`src/rtl/fpu_mag_comp_seq_if.sv`:
```
// Handshake and operand bus between the adder front end (master) and the
// sequential magnitude comparator (slave).
interface fpu_mag_comp_seq_if #(
    parameter int SIZE_DATA = 32
) ();
    logic                 i_start;
    logic                 i_flush;
    logic [SIZE_DATA-1:0] i_data_a;
    logic [SIZE_DATA-1:0] i_data_b;
    logic                 o_ready;
    logic                 o_busy;
    logic                 o_valid;
    logic                 o_less;
    logic                 o_equal;

    modport master (
        output i_start, i_flush, i_data_a, i_data_b,
        input  o_ready, o_busy, o_valid, o_less, o_equal
    );

    modport slave (
        input  i_start, i_flush, i_data_a, i_data_b,
        output o_ready, o_busy, o_valid, o_less, o_equal
    );
endinterface

```
`src/rtl/fpu_mag_comp_seq.sv`:
```
// Sequential unsigned magnitude comparator: one 8-bit compare slice walks the
// captured operands from the most significant byte down, optionally stopping
// at the first unequal byte.
//
// state  | meaning
// S_IDLE | waiting for a start, o_ready high
// S_CMP  | comparing byte r_idx of the captured operands
// S_DONE | result registers just updated, o_valid pulse
module fpu_mag_comp_seq #(
    parameter int SIZE_DATA  = 32,
    parameter int EARLY_EXIT = 1
) (
    input  logic                i_clk,
    input  logic                i_rst,
    fpu_mag_comp_seq_if.slave   bus
);
    localparam int NUM_CHUNK = SIZE_DATA / 8;
    localparam int W_IDX     = (NUM_CHUNK > 1) ? $clog2(NUM_CHUNK) : 1;

    typedef enum logic [1:0] {
        S_IDLE = 2'd0,
        S_CMP  = 2'd1,
        S_DONE = 2'd2
    } state_t;

    state_t                        r_state;
    state_t                        w_state_nxt;
    logic [W_IDX-1:0]              r_idx;
    logic [NUM_CHUNK-1:0][7:0]     r_a;
    logic [NUM_CHUNK-1:0][7:0]     r_b;
    logic                          r_seen;
    logic                          r_lt_sticky;
    logic                          r_less;
    logic                          r_equal;

    logic [7:0] w_a_byte;
    logic [7:0] w_b_byte;
    logic       w_lt;
    logic       w_eq;
    logic       w_first_lt;
    logic       w_any_diff;
    logic       w_load;
    logic       w_res_upd;
    logic       w_less_nxt;
    logic       w_equal_nxt;

    assign w_a_byte   = r_a[r_idx];
    assign w_b_byte   = r_b[r_idx];
    assign w_lt       = w_a_byte < w_b_byte;
    assign w_eq       = w_a_byte == w_b_byte;
    // The first difference seen (most significant) decides the ordering.
    assign w_first_lt = r_seen ? r_lt_sticky : w_lt;
    assign w_any_diff = r_seen | ~w_eq;

    // Next-state, operand load and result-update decode; flush overrides all.
    always_comb begin
        w_state_nxt = r_state;
        w_load      = 1'b0;
        w_res_upd   = 1'b0;
        w_less_nxt  = r_less;
        w_equal_nxt = r_equal;
        case (r_state)
            S_IDLE: begin
                if (bus.i_start) begin
                    w_load      = 1'b1;
                    w_state_nxt = S_CMP;
                end
            end
            S_CMP: begin
                if (!w_eq && (EARLY_EXIT != 0)) begin
                    w_res_upd   = 1'b1;
                    w_less_nxt  = w_lt;
                    w_equal_nxt = 1'b0;
                    w_state_nxt = S_DONE;
                end else if (r_idx == '0) begin
                    w_res_upd   = 1'b1;
                    w_less_nxt  = w_first_lt;
                    w_equal_nxt = ~w_any_diff;
                    w_state_nxt = S_DONE;
                end
            end
            S_DONE: begin
                w_state_nxt = S_IDLE;
            end
            default: begin
                w_state_nxt = S_IDLE;
            end
        endcase
        if (bus.i_flush) begin
            w_state_nxt = S_IDLE;
            w_load      = 1'b0;
            w_res_upd   = 1'b0;
        end
    end

    // State register, operand capture, byte walk, sticky flag and results.
    always_ff @(posedge i_clk) begin
        if (i_rst) begin
            r_state     <= S_IDLE;
            r_idx       <= '0;
            r_a         <= '0;
            r_b         <= '0;
            r_seen      <= 1'b0;
            r_lt_sticky <= 1'b0;
            r_less      <= 1'b0;
            r_equal     <= 1'b0;
        end else begin
            r_state <= w_state_nxt;
            if (w_load) begin
                r_a         <= bus.i_data_a;
                r_b         <= bus.i_data_b;
                r_idx       <= W_IDX'(NUM_CHUNK - 1);
                r_seen      <= 1'b0;
                r_lt_sticky <= 1'b0;
            end else if (r_state == S_CMP && !bus.i_flush) begin
                if (!w_eq && !r_seen) begin
                    r_seen      <= 1'b1;
                    r_lt_sticky <= w_lt;
                end
                if (r_idx != '0) begin
                    r_idx <= r_idx - 1'b1;
                end
            end
            if (w_res_upd) begin
                r_less  <= w_less_nxt;
                r_equal <= w_equal_nxt;
            end
        end
    end

    assign bus.o_ready = (r_state == S_IDLE);
    assign bus.o_busy  = (r_state == S_CMP) || (r_state == S_DONE);
    // A flush in the DONE cycle suppresses the pulse as well.
    assign bus.o_valid = (r_state == S_DONE) && !bus.i_flush;
    assign bus.o_less  = r_less;
    assign bus.o_equal = r_equal;
endmodule

```
`src/flat_wrapper.sv`:
```
// flat-port wrapper written by rule: the top's interface ports become plain ports
module fpu_mag_comp_seq_flat 
#(
    parameter int SIZE_DATA  = 32,
    parameter int EARLY_EXIT = 1
)
  (i_clk, i_rst, bus_i_start, bus_i_flush, bus_i_data_a, bus_i_data_b, bus_o_ready, bus_o_busy, bus_o_valid, bus_o_less, bus_o_equal);
  fpu_mag_comp_seq_if #(.SIZE_DATA(SIZE_DATA)) bus_i ();
  input  logic i_clk;
  input  logic i_rst;
  input wire logic [$bits(bus_i.i_start)-1:0] bus_i_start;
  input wire logic [$bits(bus_i.i_flush)-1:0] bus_i_flush;
  input wire logic [$bits(bus_i.i_data_a)-1:0] bus_i_data_a;
  input wire logic [$bits(bus_i.i_data_b)-1:0] bus_i_data_b;
  output wire logic [$bits(bus_i.o_ready)-1:0] bus_o_ready;
  output wire logic [$bits(bus_i.o_busy)-1:0] bus_o_busy;
  output wire logic [$bits(bus_i.o_valid)-1:0] bus_o_valid;
  output wire logic [$bits(bus_i.o_less)-1:0] bus_o_less;
  output wire logic [$bits(bus_i.o_equal)-1:0] bus_o_equal;
  assign bus_i.i_start = bus_i_start;
  assign bus_i.i_flush = bus_i_flush;
  assign bus_i.i_data_a = bus_i_data_a;
  assign bus_i.i_data_b = bus_i_data_b;
  assign bus_o_ready = bus_i.o_ready;
  assign bus_o_busy = bus_i.o_busy;
  assign bus_o_valid = bus_i.o_valid;
  assign bus_o_less = bus_i.o_less;
  assign bus_o_equal = bus_i.o_equal;
  fpu_mag_comp_seq #(.SIZE_DATA(SIZE_DATA), .EARLY_EXIT(EARLY_EXIT)) u_core (.i_clk(i_clk), .i_rst(i_rst), .bus(bus_i));
endmodule
```
`config.mk`:
```
export PLATFORM = sky130hd
export DESIGN_NAME = fpu_mag_comp_seq_flat
export DESIGN_NICKNAME = d
export VERILOG_FILES = /design/src/rtl/fpu_mag_comp_seq_if.sv /design/src/rtl/fpu_mag_comp_seq.sv /design/src/flat_wrapper.sv
export SDC_FILE = /design/constraint.sdc
export NUM_CORES = 1
export LEC_CHECK = 0
export CAP_MARGIN = 0
export CORE_MARGIN = 10
export CORE_UTILIZATION = 34
export CTS_CLUSTER_DIAMETER = 100
export DETAILED_ROUTE_END_ITERATION = 7
export SYNTH_ARGS = -nofsm -noshare
export SYNTH_HDL_FRONTEND = slang
export SYNTH_SLANG_ARGS = --single-unit
```
`constraint.sdc`:
```
create_clock -name i_clk -period 3 [get_ports i_clk]
set_input_delay 0.45 -clock i_clk [delete_from_list [all_inputs] [get_ports i_clk]]
set_output_delay 0.45 -clock i_clk [all_outputs]
set_load 0.01 [all_outputs]
```
== After elaboration in Yosys (flattened, before gate mapping) ==
Cells that the tools add are included.

* Flip-flop bits (word level): 72
* Bits of input ports: 68
* Output and inout bits: 5
* Logic and storage cells: 67

* Add/subtract/negate cells: 1
* Order comparisons: 2
* Equal/unequal tests: 6
* Multiplexer cells: 23
* Bitwise logic cells: 3
* Reductions and logical operators: 18

{| class="wikitable"
|+ Operator list
! kind !! number
|-
| $bmux 8 s2 || 2
|-
| $mux 8 || 2
|-
| $mux 1 || 12
|-
| $mux 2 || 6
|-
| $eq 8x8->1 || 1
|-
| $lt 8x8->1 || 1
|-
| $reduce_and 2->1 || 3
|-
| $reduce_bool 2->1 || 3
|-
| $logic_not 2->1 || 2
|-
| $ne 2x2->1 const B || 2
|-
| $pmux 2 s2 || 1
|-
| $reduce_or 2->1 || 2
|-
| $logic_and 1x1->1 || 3
|-
| $logic_not 1->1 || 3
|-
| $lt 2x3->1 const B || 1
|-
| $ne 3x3->1 const B || 1
|-
| $reduce_and 3->1 || 1
|-
| $eq 2x1->1 const B || 1
|-
| $eq 2x2->1 const B || 1
|-
| $not 1->1 || 2
|-
| $sub 2x1->2 const B || 1
|-
| $logic_or 1x1->1 || 1
|-
| $or 1x1->1 || 1
|}

== Depth between registers and ports, before layout ==
* Depth in word-level cells: 8
* Mapped depth: 10
* Gate-level depth less buffers: 8

== Worst setup path after synthesis ==
No wires, ideal clock.

* Path kind: register to register
* Start point: register u_core.r_idx[0]
* End point: register u_core.r_lt_sticky
* Arrival: 2355 ps
* Data required time: 2904 ps
* Path slack: 549 ps
* Cell stages (with the launch flop): 9
* Path buffers: 2
* Path through: dfxtp_1 buf_2 buf_4 mux4_2 ha_1 nand4_2 nor2_1 or3_1 o41ai_2

* Longest elaborated chain between the ends: 6

{| class="wikitable"
|+ Ends and longest elaborated chain
! element !! RTL line !! RTL
|-
| from (decl) || fpu_mag_comp_seq.sv:28 || <nowiki>logic [W_IDX-1:0] r_idx;</nowiki>
|-
| from (signal assigned) || fpu_mag_comp_seq.sv:112 || <nowiki>r_idx <= W_IDX'(NUM_CHUNK - 1);</nowiki>
|-
| from (signal assigned) || fpu_mag_comp_seq.sv:121 || <nowiki>r_idx <= r_idx - 1'b1;</nowiki>
|-
| branches (longest 6 deep; another with $lt 8x8->1) || - ||
|-
| to (signal assigned) || fpu_mag_comp_seq.sv:118 || <nowiki>r_lt_sticky <= w_lt;</nowiki>
|-
| to (decl) || fpu_mag_comp_seq.sv:32 || <nowiki>logic r_lt_sticky;</nowiki>
|}

Parallel ways; which one is timed is not known. The select of a mux whose other input is x is not followed.
A chain may end at the register's enable or synchronous reset.

== Worst setup path in the final report ==
* Start point: register u_core.r_idx[1]
* End point: register u_core.r_state[0]

* Longest elaborated chain between the ends: 5

{| class="wikitable"
|+ Ends and longest elaborated chain
! element !! RTL line !! RTL
|-
| $bmux 8 s2, on equally long branches || fpu_mag_comp_seq.sv:47, fpu_mag_comp_seq.sv:48 ||
|-
| $mux 8, on equally long branches || fpu_mag_comp_seq.sv:47, fpu_mag_comp_seq.sv:48 ||
|-
| $eq 8x8->1 || fpu_mag_comp_seq.sv:50 || <nowiki>assign w_eq = w_a_byte == w_b_byte;</nowiki>
|-
| $mux 2 or $ne 3x3->1 (tied branches) || - ||
|-
| $pmux 2 s2 or $reduce_and 2->1 (tied branches) || - ||
|-
| to (signal assigned) || fpu_mag_comp_seq.sv:108 || <nowiki>r_state <= w_state_nxt;</nowiki>
|-
| to (decl) || fpu_mag_comp_seq.sv:26 || <nowiki>state_t r_state;</nowiki>
|}

Parallel ways exist; a longest one is shown, timed or not. The select of a mux whose other input is x is not followed.

==> flow_summary.json <==
{
  "overflow": 0,
  "first_global_vias": 2670,
  "min_period_ns": 2.44,
  "ctsHoldBuffers": 0,
  "worst_slew_pin_slew_ns": 0.714,
  "core_area_um2": 9240,
  "synth_top_cell_by_area": "dfxtp_1",
  "synth-edff-count": 0,
  "routed-wl-met2_um": 3720,
  "cts_tree": "built",
  "synth_fp_nets": 455,
  "io_pins": 73,
  "clock_sinks": 72,
  "drtIter0Drc": 137,
  "yosysUniqueCellTypes": 33,
  "cts-resized-gates": 0,
  "drive_above_1_share_pct": 10.6,
  "final_design_area_no_fill_um2": 4230,
  "synth-compound-area-share_pct": 14.1,
  "drt_wl_total_um": 8130,
  "final_max_slew_viol_count": 0,
  "start_util_pct": 35.0,
  "worst_ep_arrival_time_ns": 2.67,
  "rows": 35,
  "hold_viol_final": 0,
  "via_count": 2701,
  "htree_levels": 3,
  "leakagePower_nw": 1.50,
  "first_pass_iters": 4,
  "cp_num_buf_inv": 1,
  "wl_met3_um": 322,
  "layoutNonFillerInstCount": 574,
  "rsz0062_at_grt": "false",
  "area_delta_synth_final_pct": 30.9,
  "synthAdderAreaFrac_pct": 4.65,
  "setup_viol": 0,
  "synth_simple_gate_area_share_pct": 19.0,
  "synthMuxAreaShare_pct": 11.5,
  "synthCells": 375,
  "wl_per_cell_um": 14.2,
  "postCtsSetupBuffers": 0,
  "top_layer_used": "met4",
  "crit_slowest_cell": "mux4_2",
  "drcViolationCount": 0,
  "ant_nets": 0,
  "vias_per_cell": 4.71,
  "fillCellCount": 919,
  "synth-main-ff-cell": "dfxtp_1",
  "finClkSkew_ns": 0.0124,
  "status": "completed",
  "async_flop_share_pct": 0,
  "cellPowerDensity_nw_per_um2": 491,
  "wl_met1_um": 4020,
  "crit_path_max_fanout": 10,
  "die_w_um": 117,
  "clk_latency_ns": 0.34,
  "crit_family": "simple AND/OR/NAND/NOR gates",
  "post-dp-hpwl_um": 6220,
  "placed_cells": 558,
  "synthesis.area_um2": 3230,
  "irDropWorstVdd_uv": 185,
  "numCtsBuffers": 9,
  "antenna_found_initial": 0,
  "yosysWarnings": 0,
  "dpl_cell_area_um2": 4050,
  "slew_headroom_pct": 52.4,
  "dieArea_um2": 13800,
  "cp-start-kind": "flop",
  "fmax_mhz": 410,
  "critPathKind": "flop to flop",
  "final.setup.tns_ns": 0,
  "seqCellArea_um2": 1440,
  "cp_cell_sequence": "buf_4 -> mux4_2 -> ha_1 -> nand4_2 -> nor3_1 -> nand2_1 -> a2111oi_2",
  "multi_input_area_um2": 1600,
  "max_stage_delay_ns": 0.53,
  "clockBufferDepth": 2,
  "io_buffers": 72,
  "fin_total_pwr_mw": 2.08,
  "n_antenna_cell": 0,
  "maxCapViolCount": 0,
  "die_y_um": 117,
  "ys_seq_elements": 72,
  "grt_max_degree": 67,
  "hp-class": "flop to flop",
  "synth_xor_area_share_pct": 0.271,
  "synth_top_area_share_pct": 44.6,
  "num-nets-final": 520,
  "end_kind": "flop",
  "gp_congestion": 0.810,
  "syn_area_per_cell_um2": 8.61,
  "grt_pass1_wl_um": 13400,
  "required_ns": 3.23,
  "root_buffer": "clkbuf_8",
  "grt_use_total_pct": 11.7,
  "synthTopCellsByArea": "dfxtp_1 45%, nand2_1 15%, mux4_2 11%",
  "synth_top_family_by_area": "simple AND/OR/NAND/NOR gates",
  "fin_crit_sh_pct": 81.3,
  "yosysSeqAreaShare_pct": 44.6,
  "clk_pin_slew_worst_paths_ns": 0.07
}
[report_power, final]
part	switching [mW]	total (mW)	leakage, nW	internal (mW)
registers	0.0279	1.03	0.588	1.00
clock network	0.370	0.675	0.0822	0.305
logic	0.177	0.372	0.828	0.195
total	0.574	2.08	1.50	1.50
[routing by layer]
layer,up-vias,GRT usage (%)
li1,1391,-
met1,1251,15.3
met2,52,18.0
met3,7,4.03
met4,0,2.78
met5,-,0
[worst register-to-register path, stage by stage (launching register included)]
cell       delay (ns)
dfxtp_1          0.33
buf_4            0.20
mux4_2           0.53
ha_1             0.34
nand4_2          0.17
nor3_1           0.27
nand2_1          0.14
a2111oi_2        0.36
[per-stage QoR]
step	setup slack (ns)	util (%)	hold slack (ns)
after global placement	0.664	43.8	0.441
after CTS	0.546	45.8	0.459
final	0.561	45.8	0.458
after detailed placement	0.569	43.8	0.446
after global routing	0.322	45.8	0.473
after floorplan	0.549	-	0.433
[cell usage after synthesis (2+ instances only)]
master      n
nor2b_1     2
mux4_2     16
nor3_1      2
nor2_1      5
buf_4       7
ha_1       12
o211ai_1    2
buf_2      10
dfxtp_1    72
inv_1      15
clkbuf_1    9
a21oi_1    71
nand2_1   132
[registers in the layout, summed over array words and instances (netlist names)]
register,count
u_core.bus.o_equal,1
u_core.r_seen,1
u_core.r_b,32
u_core.r_idx,2
u_core.bus.o_less,1
u_core.r_state,2
u_core.r_a,32
u_core.r_lt_sticky,1
[placed cells by master (no fill, tap or decap), types with 3 or more instances in the layout]
cell / instances
a21oi_1: 71
buf_4: 7
clkbuf_8: 9
clkdlybuf4s50_1: 71
clkinvlp_4: 3
dfxtp_1: 72
ha_1: 12
inv_1: 15
mux4_2: 16
nand2_1: 132
nor2_1: 5
[logic make-up (layout without fill, tap and decap cells)]
logic type | count (synthesis) | count (layout)
adders and majority gates | 12 | 12
buffers and inverters | 41 | 111
muxes | 17 | 17
AOI/OAI and AO/OA | 82 | 82
and+or+nand+nor | 150 | 150
xor gates and xnor gates | 1 | 1
DFF | 72 | 72
[worst paths after layout]
path	startpoint	to	slack [ns]	cells after the start
worst max-delay path	u_core.r_idx[1]	u_core.r_state[0]	0.56	7
worst min-delay path	u_core.r_b[2]	u_core.r_b[2]	0.46	2
worst max register to register	u_core.r_idx[1]	u_core.r_state[0]	0.56	7
worst min register to register	u_core.r_b[2]	u_core.r_b[2]	0.46	2
[final cells by class]
class,instances,area share (%)
repair buffers,80,18.6
clock buffers,9,2.93
inverters,15,1.33
well taps,129,3.82
flip-flops and latches,72,34.1
clock inverters,7,1.27
multi-input cells,262,37.9
Power figures use the tool's default switching activity.
